--- src/rtl/mips_decode_queue.sv ---
// Instruction queue between fetch and ID with a registered pre-decode stage.
// Produces register-use metadata for hazard detection and holds issue at EHB until the pipe drains.
module mips_decode_queue #(
  parameter int DEPTH = 4,
  parameter int XLEN  = 64,
  parameter int PC_W  = 64
) (
  input  logic            clock,
  input  logic            reset,
  input  logic            flush,
  input  logic            in_valid,
  output logic            in_ready,
  input  logic [PC_W-1:0] in_pc,
  input  logic [31:0]     in_inst,
  input  logic            pipe_empty,
  output logic            out_valid,
  input  logic            out_ready,
  output logic [PC_W-1:0] out_pc,
  output logic [31:0]     out_inst,
  output logic [4:0]      out_rs,
  output logic [4:0]      out_rt,
  output logic [4:0]      out_dest,
  output logic            out_rs_used,
  output logic            out_rt_used,
  output logic            out_is_load,
  output logic            out_rsvd,
  output logic            ehb_stall
);
  // Handshake: a transfer happens on a rising edge where valid && ready; the
  // sender holds its payload stable while valid && !ready.
  localparam int          AW      = $clog2(DEPTH);
  localparam logic [AW:0] DEPTH_C = (AW+1)'(DEPTH);
  localparam logic [31:0] EHB     = 32'h0000_00C0;

  localparam logic [5:0] OP_OTHER0 = 6'h00, OP_REGIMM = 6'h01, OP_J    = 6'h02, OP_JAL  = 6'h03;
  localparam logic [5:0] OP_BEQ    = 6'h04, OP_BNE    = 6'h05, OP_BLEZ = 6'h06, OP_BGTZ = 6'h07;
  localparam logic [5:0] OP_ADDI   = 6'h08, OP_ADDIU  = 6'h09, OP_SLTI = 6'h0A, OP_SLTIU = 6'h0B;
  localparam logic [5:0] OP_ANDI   = 6'h0C, OP_ORI    = 6'h0D, OP_XORI = 6'h0E, OP_LUI  = 6'h0F;
  localparam logic [5:0] OP_COP0   = 6'h10, OP_DADDI  = 6'h18, OP_DADDIU = 6'h19, OP_SPECIAL3 = 6'h1F;
  localparam logic [5:0] OP_LB     = 6'h20, OP_LH     = 6'h21, OP_LW   = 6'h23, OP_LBU  = 6'h24;
  localparam logic [5:0] OP_LHU    = 6'h25, OP_LWU    = 6'h27, OP_SB   = 6'h28, OP_SH   = 6'h29;
  localparam logic [5:0] OP_SW     = 6'h2B, OP_BC     = 6'h32, OP_LD   = 6'h37, OP_SD   = 6'h3F;

  typedef struct packed {
    logic [4:0] dest;
    logic       rs_used;
    logic       rt_used;
    logic       is_load;
    logic       rsvd;
  } dec_t;

  logic [PC_W-1:0] pc_mem_q   [DEPTH];
  logic [31:0]     inst_mem_q [DEPTH];
  logic [AW-1:0]   wr_ptr_q, wr_ptr_d, rd_ptr_q, rd_ptr_d;
  logic [AW:0]     count_q, count_d;
  logic            out_valid_q, out_valid_d;
  logic [PC_W-1:0] out_pc_q;
  logic [31:0]     out_inst_q;
  dec_t            out_dec_q, dec_d;

  logic [31:0]     head_inst;
  logic [PC_W-1:0] head_pc;
  logic            head_valid, head_is_ehb, out_free, load_out, ehb_pop, pop, push;

  assign head_inst   = inst_mem_q[rd_ptr_q];
  assign head_pc     = pc_mem_q[rd_ptr_q];
  assign head_valid  = (count_q != '0);
  assign head_is_ehb = head_valid && (head_inst == EHB);
  assign out_free    = !out_valid_q || out_ready;
  assign load_out    = head_valid && !head_is_ehb && out_free;
  // The EHB is retired only once nothing older remains in flight.
  assign ehb_pop     = head_is_ehb && pipe_empty && out_free;
  assign pop         = load_out || ehb_pop;
  assign in_ready    = (count_q < DEPTH_C);
  assign push        = in_valid && in_ready && !flush;

  always_comb begin
    logic [5:0] op, fn;
    logic [4:0] rs, rt, rd, sa;
    logic       known, is64;
    op = head_inst[31:26];
    rs = head_inst[25:21];
    rt = head_inst[20:16];
    rd = head_inst[15:11];
    sa = head_inst[10:6];
    fn = head_inst[5:0];
    known = 1'b1;
    is64  = 1'b0;
    dec_d = '{dest: 5'd0, rs_used: 1'b1, rt_used: 1'b0, is_load: 1'b0, rsvd: 1'b0};
    case (op)
      OP_OTHER0: begin
        case (fn)
          6'h00, 6'h02, 6'h03: begin dec_d.dest = rd; dec_d.rs_used = 1'b0; dec_d.rt_used = 1'b1; end
          6'h38, 6'h3A, 6'h3B, 6'h3C, 6'h3E: begin
            dec_d.dest = rd; dec_d.rs_used = 1'b0; dec_d.rt_used = 1'b1; is64 = 1'b1;
          end
          6'h04, 6'h05, 6'h06, 6'h07, 6'h20, 6'h21, 6'h22, 6'h23,
          6'h24, 6'h25, 6'h26, 6'h27, 6'h2A, 6'h2B: begin dec_d.dest = rd; dec_d.rt_used = 1'b1; end
          6'h15, 6'h2C, 6'h2D, 6'h2E: begin dec_d.dest = rd; dec_d.rt_used = 1'b1; is64 = 1'b1; end
          6'h08, 6'h0C: ;
          6'h09: dec_d.dest = rd;
          default: known = 1'b0;
        endcase
      end
      OP_REGIMM: begin
        case (rt)
          5'h00, 5'h01: ;
          5'h11: dec_d.dest = 5'd31;
          default: known = 1'b0;
        endcase
      end
      OP_J:                   dec_d.rs_used = 1'b0;
      OP_JAL:                 begin dec_d.rs_used = 1'b0; dec_d.dest = 5'd31; end
      OP_BEQ, OP_BNE:         dec_d.rt_used = 1'b1;
      OP_BLEZ, OP_BGTZ:       ;
      OP_ADDI, OP_ADDIU, OP_SLTI, OP_SLTIU, OP_ANDI, OP_ORI, OP_XORI: dec_d.dest = rt;
      OP_LUI:                 begin dec_d.dest = rt; dec_d.rs_used = 1'b0; end
      OP_DADDI, OP_DADDIU:    begin dec_d.dest = rt; is64 = 1'b1; end
      OP_COP0: begin
        if (rs == 5'h00) begin
          dec_d.dest = rt; dec_d.rs_used = 1'b0; dec_d.is_load = 1'b1;
        end else if (rs == 5'h04) begin
          dec_d.rs_used = 1'b0; dec_d.rt_used = 1'b1;
        end else if (head_inst[25] && fn == 6'h18) begin
          dec_d.rs_used = 1'b0;
        end else begin
          known = 1'b0;
        end
      end
      OP_SPECIAL3: begin
        if (fn == 6'h20 && (sa == 5'h10 || sa == 5'h18)) begin
          dec_d.dest = rd; dec_d.rt_used = 1'b1;
        end else begin
          known = 1'b0;
        end
      end
      OP_LB, OP_LH, OP_LW, OP_LBU, OP_LHU: begin dec_d.dest = rt; dec_d.is_load = 1'b1; end
      OP_LWU, OP_LD:          begin dec_d.dest = rt; dec_d.is_load = 1'b1; is64 = 1'b1; end
      OP_SB, OP_SH, OP_SW:    dec_d.rt_used = 1'b1;
      OP_SD:                  begin dec_d.rt_used = 1'b1; is64 = 1'b1; end
      OP_BC:                  dec_d.rs_used = 1'b0;
      default:                known = 1'b0;
    endcase
    dec_d.rsvd = !known || (is64 && XLEN == 32);
    // Reserved entries still issue but must not create false hazards.
    if (dec_d.rsvd) begin
      dec_d.dest = 5'd0; dec_d.rs_used = 1'b0; dec_d.rt_used = 1'b0;
    end
  end

  always_comb begin
    wr_ptr_d    = push ? wr_ptr_q + AW'(1) : wr_ptr_q;
    rd_ptr_d    = pop  ? rd_ptr_q + AW'(1) : rd_ptr_q;
    count_d     = count_q + (AW+1)'(push) - (AW+1)'(pop);
    out_valid_d = out_valid_q;
    if (load_out)       out_valid_d = 1'b1;
    else if (out_ready) out_valid_d = 1'b0;
    if (flush) begin
      wr_ptr_d = '0; rd_ptr_d = '0; count_d = '0; out_valid_d = 1'b0;
    end
  end

  always_ff @(posedge clock) begin
    if (push) begin
      pc_mem_q[wr_ptr_q]   <= in_pc;
      inst_mem_q[wr_ptr_q] <= in_inst;
    end
  end

  always_ff @(posedge clock) begin
    if (reset) begin
      wr_ptr_q    <= '0;
      rd_ptr_q    <= '0;
      count_q     <= '0;
      out_valid_q <= 1'b0;
      out_pc_q    <= '0;
      out_inst_q  <= '0;
      out_dec_q   <= '0;
    end else begin
      wr_ptr_q    <= wr_ptr_d;
      rd_ptr_q    <= rd_ptr_d;
      count_q     <= count_d;
      out_valid_q <= out_valid_d;
      if (load_out && !flush) begin
        out_pc_q   <= head_pc;
        out_inst_q <= head_inst;
        out_dec_q  <= dec_d;
      end
    end
  end

  assign out_valid   = out_valid_q;
  assign out_pc      = out_pc_q;
  assign out_inst    = out_inst_q;
  assign out_rs      = out_inst_q[25:21];
  assign out_rt      = out_inst_q[20:16];
  assign out_dest    = out_dec_q.dest;
  assign out_rs_used = out_dec_q.rs_used;
  assign out_rt_used = out_dec_q.rt_used;
  assign out_is_load = out_dec_q.is_load;
  assign out_rsvd    = out_dec_q.rsvd;
  assign ehb_stall   = head_is_ehb;
endmodule

--- config.mk ---
export PLATFORM = sky130hd
export DESIGN_NAME = mips_decode_queue
export DESIGN_NICKNAME = d
export VERILOG_FILES = /design/src/rtl/mips_decode_queue.sv
export SDC_FILE = /design/constraint.sdc
export NUM_CORES = 1
export LEC_CHECK = 0
export ABC_CLOCK_PERIOD_IN_PS = 7180
export CAP_MARGIN = 20
export CORE_AREA = 3 3 327 200
export CTS_BUF_LIST = sky130_fd_sc_hd__clkbuf_16
export CTS_CLUSTER_DIAMETER = 80
export DETAILED_ROUTE_END_ITERATION = 12
export DIE_AREA = 0 0 330 203
export PLACE_DENSITY = 0.59
export SLEW_MARGIN = 20
export SYNTH_ARGS = -nofsm -noshare
export SYNTH_HDL_FRONTEND = slang
export SYNTH_SLANG_ARGS = --single-unit
--- constraint.sdc ---
create_clock -name clock -period 7.18 [get_ports clock]
set_input_delay 1.436 -clock clock [delete_from_list [all_inputs] [get_ports clock]]
set_output_delay 1.436 -clock clock [all_outputs]
set_load 0.01 [all_outputs]
==> results.py, run 1 <==
metrics = {
    "sta": {
        "finalSetupViolCount": 0,
        "fmax_mhz": 167,
        "drv_slew": 0,
        "setup_ws_ns": 1.20,
        "hold_viol_final": 0,
        "rsz0062_at_grt": "false",
        "max_slew_margin": 0.322,
        "fin_setup_tns_ns": 0,
        "fin_skew_ns": 0.0248,
        "period_minus_slack_ns": 5.98,
        "worst_pin_slew_ns": 1.01,
        "post-route-period-util": 0.832,
    },
    "worst_setup_path": {
        "critPathArrivalTime_ns": 4.54,
        "path_cells": "buf_4, mux4_2, or4_1, or4_1, nor2_1, clkdlybuf4s50_1",
        "cp_max_fo": 21,
        "critPathKind": "flip-flop to output port",
        "crit_family": "simple AND/OR/NAND/NOR gates",
        "critPathSlowestCell": "dfxtp_2",
        "endpoint_kind": "output port",
        "crit_path_frequent_cell": "or4_1",
        "slowest_delay_ns": 0.85,
        "startpoint_type": "flip-flop",
        "path_buf_inv": 2,
        "required_ns": 5.74,
    },
    "min_path": {
        "holdCritPathClass": "flip-flop to flip-flop",
    },
    "clock_tree": {
        "post-cts-setup-buffers": 0,
        "htree_levels": 2,
        "cts_hold_buf": 0,
        "worstSkewPairLatency_ns": 0.59,
        "clockBufferDepth": 3,
        "cts-root-buf": "clkbuf_16",
        "clkSinkCount": 499,
        "cts_tree": "done",
        "ctsResizeCount": 0,
        "cts_buffers": 49,
        "path_clk_slew_ns": 0.06,
    },
    "finish": {
        "drive_gt1_frac": 0.162,
        "final_cell_count_no_fill": 2220,
        "final_core_util": 0.375,
        "finalNetCount": 1448,
        "synthToLayoutAreaGrowth_pct": 25.0,
    },
    "synth": {
        "synth_cell_types": 59,
        "syn_area_sq_um": 18800,
        "synth_warnings": 0,
        "synth_edf_count": 384,
        "synthArstFlopShare": 0,
        "yosys_register_bits": 499,
        "syn-num-nets": 1240,
        "synth.avg_cell_area_sq_um": 16.6,
        "seq_area_frac_synth": 0.737,
        "synthCells": 1131,
        "synth-main-ff-cell": "edfxtp_1",
    },
    "route": {
        "vias": 10600,
        "wl_per_cell_um": 20.7,
        "first_iter_violations": 807,
        "ant_nets": 0,
        "drc": 0,
        "finalWirelength_um": 45900,
        "routed_via_density": 4.76,
        "firstDrtPassIters": 6,
    },
    "job": {
        "cap_violations": 0,
    },
    "global_routing": {
        "first_global_vias": 10700,
        "grt_max_degree": 65,
        "grt-ovfl-total": 0,
        "grt_antenna_before_repair": 5,
        "grt_pass1_wl_um": 68700,
        "grtUsageTotal": 0.136,
    },
    "power": {
        "powerDensity_nw_per_um2": 341,
        "p_leak_nw": 7.25,
        "ir_worst_vdd_uv": 179,
    },
    "placement": {
        "io_buffer_count": 219,
        "pre_cts_slack_ns": 1.76,
        "routabilityCongestion": 0.844,
        "dp_hpwl_um": 28700,
        "dp.cells": 2127,
    },
    "die": {
        "initial_core_util": 0.300,
        "die_y_um": 203,
        "die_w_um": 330,
        "io-pin-count": 220,
        "die_area_sq_um": 67000,
        "core_area_sq_um": 62500,
        "row_count": 71,
    },
    "run_status": {
        "status": "completed",
    },
}
==> flip-flops by register name, summed over array words and instances, names as in the netlist, named ones only <==
signal       flops
out_valid        1
out_rt_used      1
out_is_load      1
wr_ptr_q         2
out_pc          64
count_q          3
out_rs_used      1
out_inst        32
out_rsvd         1
pc_mem_q       256
rd_ptr_q         2
out_dest         5
inst_mem_q     128
==> kinds of logic after synthesis <==
logic type,after synthesis,synth area share
simple gates,298,0.0708
buf+inv,85,0.0235
compound gates,141,0.0459
xor+xnor,5,0.00233
mux,96,0.115
fa+ha+maj,7,0.00507
flops,499,0.737
==> through the flow <==
step	area [sq um]	hold WS [ns]	total power, mW
6_report	23400	0.452	7.99
5_1_grt	23400	0.466	8.40
4_1_cts	23400	0.454	8.12
3_5_place_dp	21800	0.445	5.46
3_3_place_gp	21800	0.442	5.43
2_1_floorplan	18800	0.481	4.71
==> worst min-delay path: stages (launching register included) <==
cell and delay (ns):
dfxtp_1 0.30, nand2_1 0.05, a21oi_1 0.05
==> cell usage in the layout (no fill, tap or decap), drive strengths merged, types with 3 or more instances in the layout <==
| cell | n |
|---|---|
| clkinvlp | 4 |
| dfxtp | 115 |
| o211ai | 4 |
| and2 | 6 |
| o21ai | 7 |
| ha | 6 |
| nand2 | 204 |
| bufinv | 6 |
| edfxtp | 384 |
| clkbuf | 49 |
| xnor2 | 3 |
| clkdlybuf4s50 | 218 |
| a221o | 5 |
| clkinv | 22 |
| nor2b | 9 |
| a21oi | 103 |
| a32o | 5 |
| nor3 | 6 |
| nand2b | 5 |
| inv | 21 |
| nor4 | 6 |
| and3 | 3 |
| nor2 | 30 |
| nand3 | 11 |
| mux4 | 96 |
| buf | 14 |
==> worst paths after layout <==
check	slack [ns]	to	cells past startpoint	startpoint
setup / recovery	1.20	ehb_stall	6	flip-flop
hold / removal	0.45	out_pc[29]$_SDFFE_PP0P_	2	out_pc[29]$_SDFFE_PP0P_
setup reg to reg	2.29	count_q[2]$_SDFF_PP0_	13	flip-flop
hold reg to reg	0.45	out_pc[29]$_SDFFE_PP0P_	2	out_pc[29]$_SDFFE_PP0P_
==> Yosys cell counts, types with 3 or more instances <==
cell	number	area, sq um
nor3_1	6	30.0
buf_6	5	56.3
nand2_2	11	68.8
clkbuf_1	35	131
buf_2	21	105
dfxtp_1	115	2300
a221o_1	5	50.1
mux4_2	96	2160
nand3_1	11	55.1
a21oi_1	93	465
and3_1	3	18.8
buf_4	11	82.6
o21ai_0	6	30.0
ha_1	6	75.1
o211ai_1	4	30.0
a32o_1	5	50.1
edfxtp_1	384	11500
xnor2_1	3	26.3
and2_1	6	37.5
nor2_1	29	109
nand2_1	193	724
inv_1	10	37.5
nand2b_1	5	31.3
nor2b_1	9	56.3
nor4_1	5	31.3
a21oi_2	10	87.6
==> metal layers <==
layer  wire, um  up-vias  track usage
met3       3120       71       0.0381
met2      20000      311        0.198
li1           -     4740            -
met1      22000     5446        0.202
met4        788        6       0.0345
met5         33        -            0
==> cell type report <==
| type | count | area (sq um) |
|---|---|---|
| tap | 839 | 1050 |
| antenna | 1 | 2.50 |
| inverter | 10 | 37.5 |
| clock inverter | 43 | 427 |
| clock buffer | 49 | 1230 |
| sequential | 499 | 13800 |
| multi-input combinational | 547 | 4510 |
| timing repair buffer | 232 | 2350 |
| fill | 5788 | 39000 |
==> power by group <==
group | internal (mW) | total, mW | switching [mW]
sequential | 3.37 | 3.56 | 0.197
combinational | 0.869 | 1.81 | 0.939
clock | 1.48 | 2.62 | 1.14
Note: power is estimated with default switching activity, not from simulation.
==> inputs of run 2 (changes only) <==
--- a/config.mk
+++ b/config.mk
@@ -5,14 +5,14 @@
 export SDC_FILE = /design/constraint.sdc
 export NUM_CORES = 1
 export LEC_CHECK = 0
-export ABC_CLOCK_PERIOD_IN_PS = 7180
+export ABC_CLOCK_PERIOD_IN_PS = 4900
 export CAP_MARGIN = 20
 export CORE_AREA = 3 3 327 200
 export CTS_BUF_LIST = sky130_fd_sc_hd__clkbuf_16
 export CTS_CLUSTER_DIAMETER = 80
 export DETAILED_ROUTE_END_ITERATION = 12
 export DIE_AREA = 0 0 330 203
-export PLACE_DENSITY = 0.59
+export PLACE_DENSITY = 0.61
 export SLEW_MARGIN = 20
 export SYNTH_ARGS = -nofsm -noshare
 export SYNTH_HDL_FRONTEND = slang
==> constraint.sdc (replaced) <==
create_clock -name clock -period 4.9 [get_ports clock]
set_input_delay 0.98 -clock clock [delete_from_list [all_inputs] [get_ports clock]]
set_output_delay 0.98 -clock clock [all_outputs]
set_load 0.01 [all_outputs]
==> run 2 against run 1 <==
Setup slack lost 1.0 ns. Total power grew 44%. Combinational power grew 56%. Cell count grew 0.63%. Worst hold slack gained 0.0014 ns. Global-route usage shrank 0.19 points. Sequential cell count is the same. Clock-buffer cell count grew 2.
==> results.py, run 2 (synthesis gave the netlist of run 1 again) <==
metrics = {
    "finish": {
        "layout_commonest_cell": "edfxtp_1",
        "largest_reg_flops": 256,
        "largest-register": "pc_mem_q",
        "finalNetCount": 1464,
        "synthToLayoutAreaGrowth_pct": 25.3,
        "layout_common_cells": "edfxtp_1, clkdlybuf4s50_1, nand2_1, dfxtp_1, mux4_2",
        "drive_gt1_frac": 0.171,
    },
    "worst_setup_path": {
        "startpoint_type": "flip-flop",
        "required_ns": 3.92,
        "critPathArrivalTime_ns": 3.74,
        "endpoint_kind": "output port",
        "cp_max_fo": 11,
        "critPathKind": "flip-flop to output port",
    },
    "route": {
        "routed_via_density": 4.71,
        "ant_nets": 0,
        "vias": 10500,
        "finalWirelength_um": 45300,
        "firstDrtPassIters": 5,
        "wl_per_cell_um": 20.3,
        "first_iter_violations": 864,
        "drc": 0,
    },
    "die": {
        "die_y_um": 203,
        "io-pin-count": 220,
        "core_area_sq_um": 62500,
        "die_area_sq_um": 67000,
        "initial_core_util": 0.300,
        "die_w_um": 330,
        "row_count": 71,
    },
    "sta": {
        "hold_viol_final": 0,
        "finalSetupViolCount": 0,
        "setup_ws_ns": 0.183,
        "fin_setup_tns_ns": 0,
        "worst_pin_slew_ns": 0.971,
        "holdWs_ns": 0.454,
        "fin_skew_ns": 0.0157,
        "post-route-period-util": 0.963,
        "fmax_mhz": 212,
        "rsz0062_at_grt": "false",
        "drv_slew": 0,
        "max_slew_margin": 0.347,
        "period_minus_slack_ns": 4.72,
    },
    "clock_tree": {
        "clockBufferDepth": 3,
        "path_clk_slew_ns": 0.06,
        "cts-root-buf": "clkbuf_16",
        "cts_hold_buf": 0,
        "worstSkewPairLatency_ns": 0.57,
        "cts_buffers": 47,
        "cts_tree": "done",
        "clkSinkCount": 499,
        "htree_levels": 2,
    },
    "global_routing": {
        "grt_pass1_wl_um": 68200,
        "grt_use_met2": 0.200,
        "grt_max_degree": 97,
        "grt_antenna_before_repair": 4,
        "first_global_vias": 10900,
        "grtUsageTotal": 0.135,
        "busiest_layer": "met2",
        "grtUsageMet3": 0.0369,
        "grt-ovfl-total": 0,
        "use_met1": 0.196,
    },
    "power": {
        "ir_worst_vdd_uv": 259,
        "power_mw": 11.5,
        "p_leak_nw": 7.32,
        "powerDensity_nw_per_um2": 488,
    },
    "placement": {
        "pre_cts_slack_ns": 0.346,
        "dp_hpwl_um": 27600,
        "routabilityCongestion": 0.873,
        "io_buffer_count": 219,
    },
    "run_status": {
        "status": "completed",
    },
    "min_path": {
        "holdCritPathClass": "flip-flop to flip-flop",
    },
    "job": {
        "cap_violations": 0,
    },
}
==> run 2: through the flow <==
step,area [sq um],std cells,util
after CTS,23400,2223,0.375
after global placement,21900,2135,0.351
after detailed placement,21900,2135,0.351
final,23500,2234,0.376
after global routing,23500,2233,0.376
after floorplan,18800,1131,-
==> run 2: timing repair <==
action | 4_1_cts | 5_1_grt
cloned | 0 | 1
gates resized for setup | 3 | 3
setup buffers | 0 | 9
pin swaps | 0 | 1
setup endpoints to repair | 1 | 1
==> run 2: final cells by class <==
| class | instances | area, sq um |
|---|---|---|
| Clock buffer | 51 | 1280 |
| Sequential cell | 499 | 13800 |
| Antenna cell | 1 | 2.50 |
| Inverter | 10 | 37.5 |
| Multi-Input combinational cell | 547 | 4540 |
| Timing Repair Buffer | 250 | 2550 |
| Fill cell | 5770 | 38900 |
| Tap cell | 839 | 1050 |
| Clock inverter | 37 | 203 |
==> run 2: final timing paths <==
| check | from | to | slack [ns] | cells past startpoint |
|---|---|---|---|---|
| setup / recovery | flip-flop | ehb_stall | 0.18 | 6 |
| hold / removal | out_pc[23]$_SDFFE_PP0P_ | out_pc[23]$_SDFFE_PP0P_ | 0.45 | 2 |
| setup reg to reg | flip-flop | count_q[2]$_SDFF_PP0_ | 0.81 | 13 |
| hold reg to reg | out_pc[23]$_SDFFE_PP0P_ | out_pc[23]$_SDFFE_PP0P_ | 0.45 | 2 |
==> run 2: power by group <==
group          total [mW]  switching, mW  leakage [nW]  internal, mW
Combinational        2.83           1.46          2.13          1.37
Clock                3.48           1.59         0.776          1.89
Sequential           5.16          0.229          4.42          4.94
==> run 2: worst max-delay path, stage by stage, from the launching register on <==
cell             delay [ns]
dfxtp_4                0.48
buf_12                 0.20
mux4_2                 0.52
or4_1                  0.63
or4_4                  0.66
nor2_1                 0.12
clkdlybuf4s50_1        0.55
==> run 2: metal layers <==
metal	routed length [um]	up-vias
met1	21200	5396
met3	3400	55
met4	713	6
met2	19900	305
li1	-	4764
met5	40	-
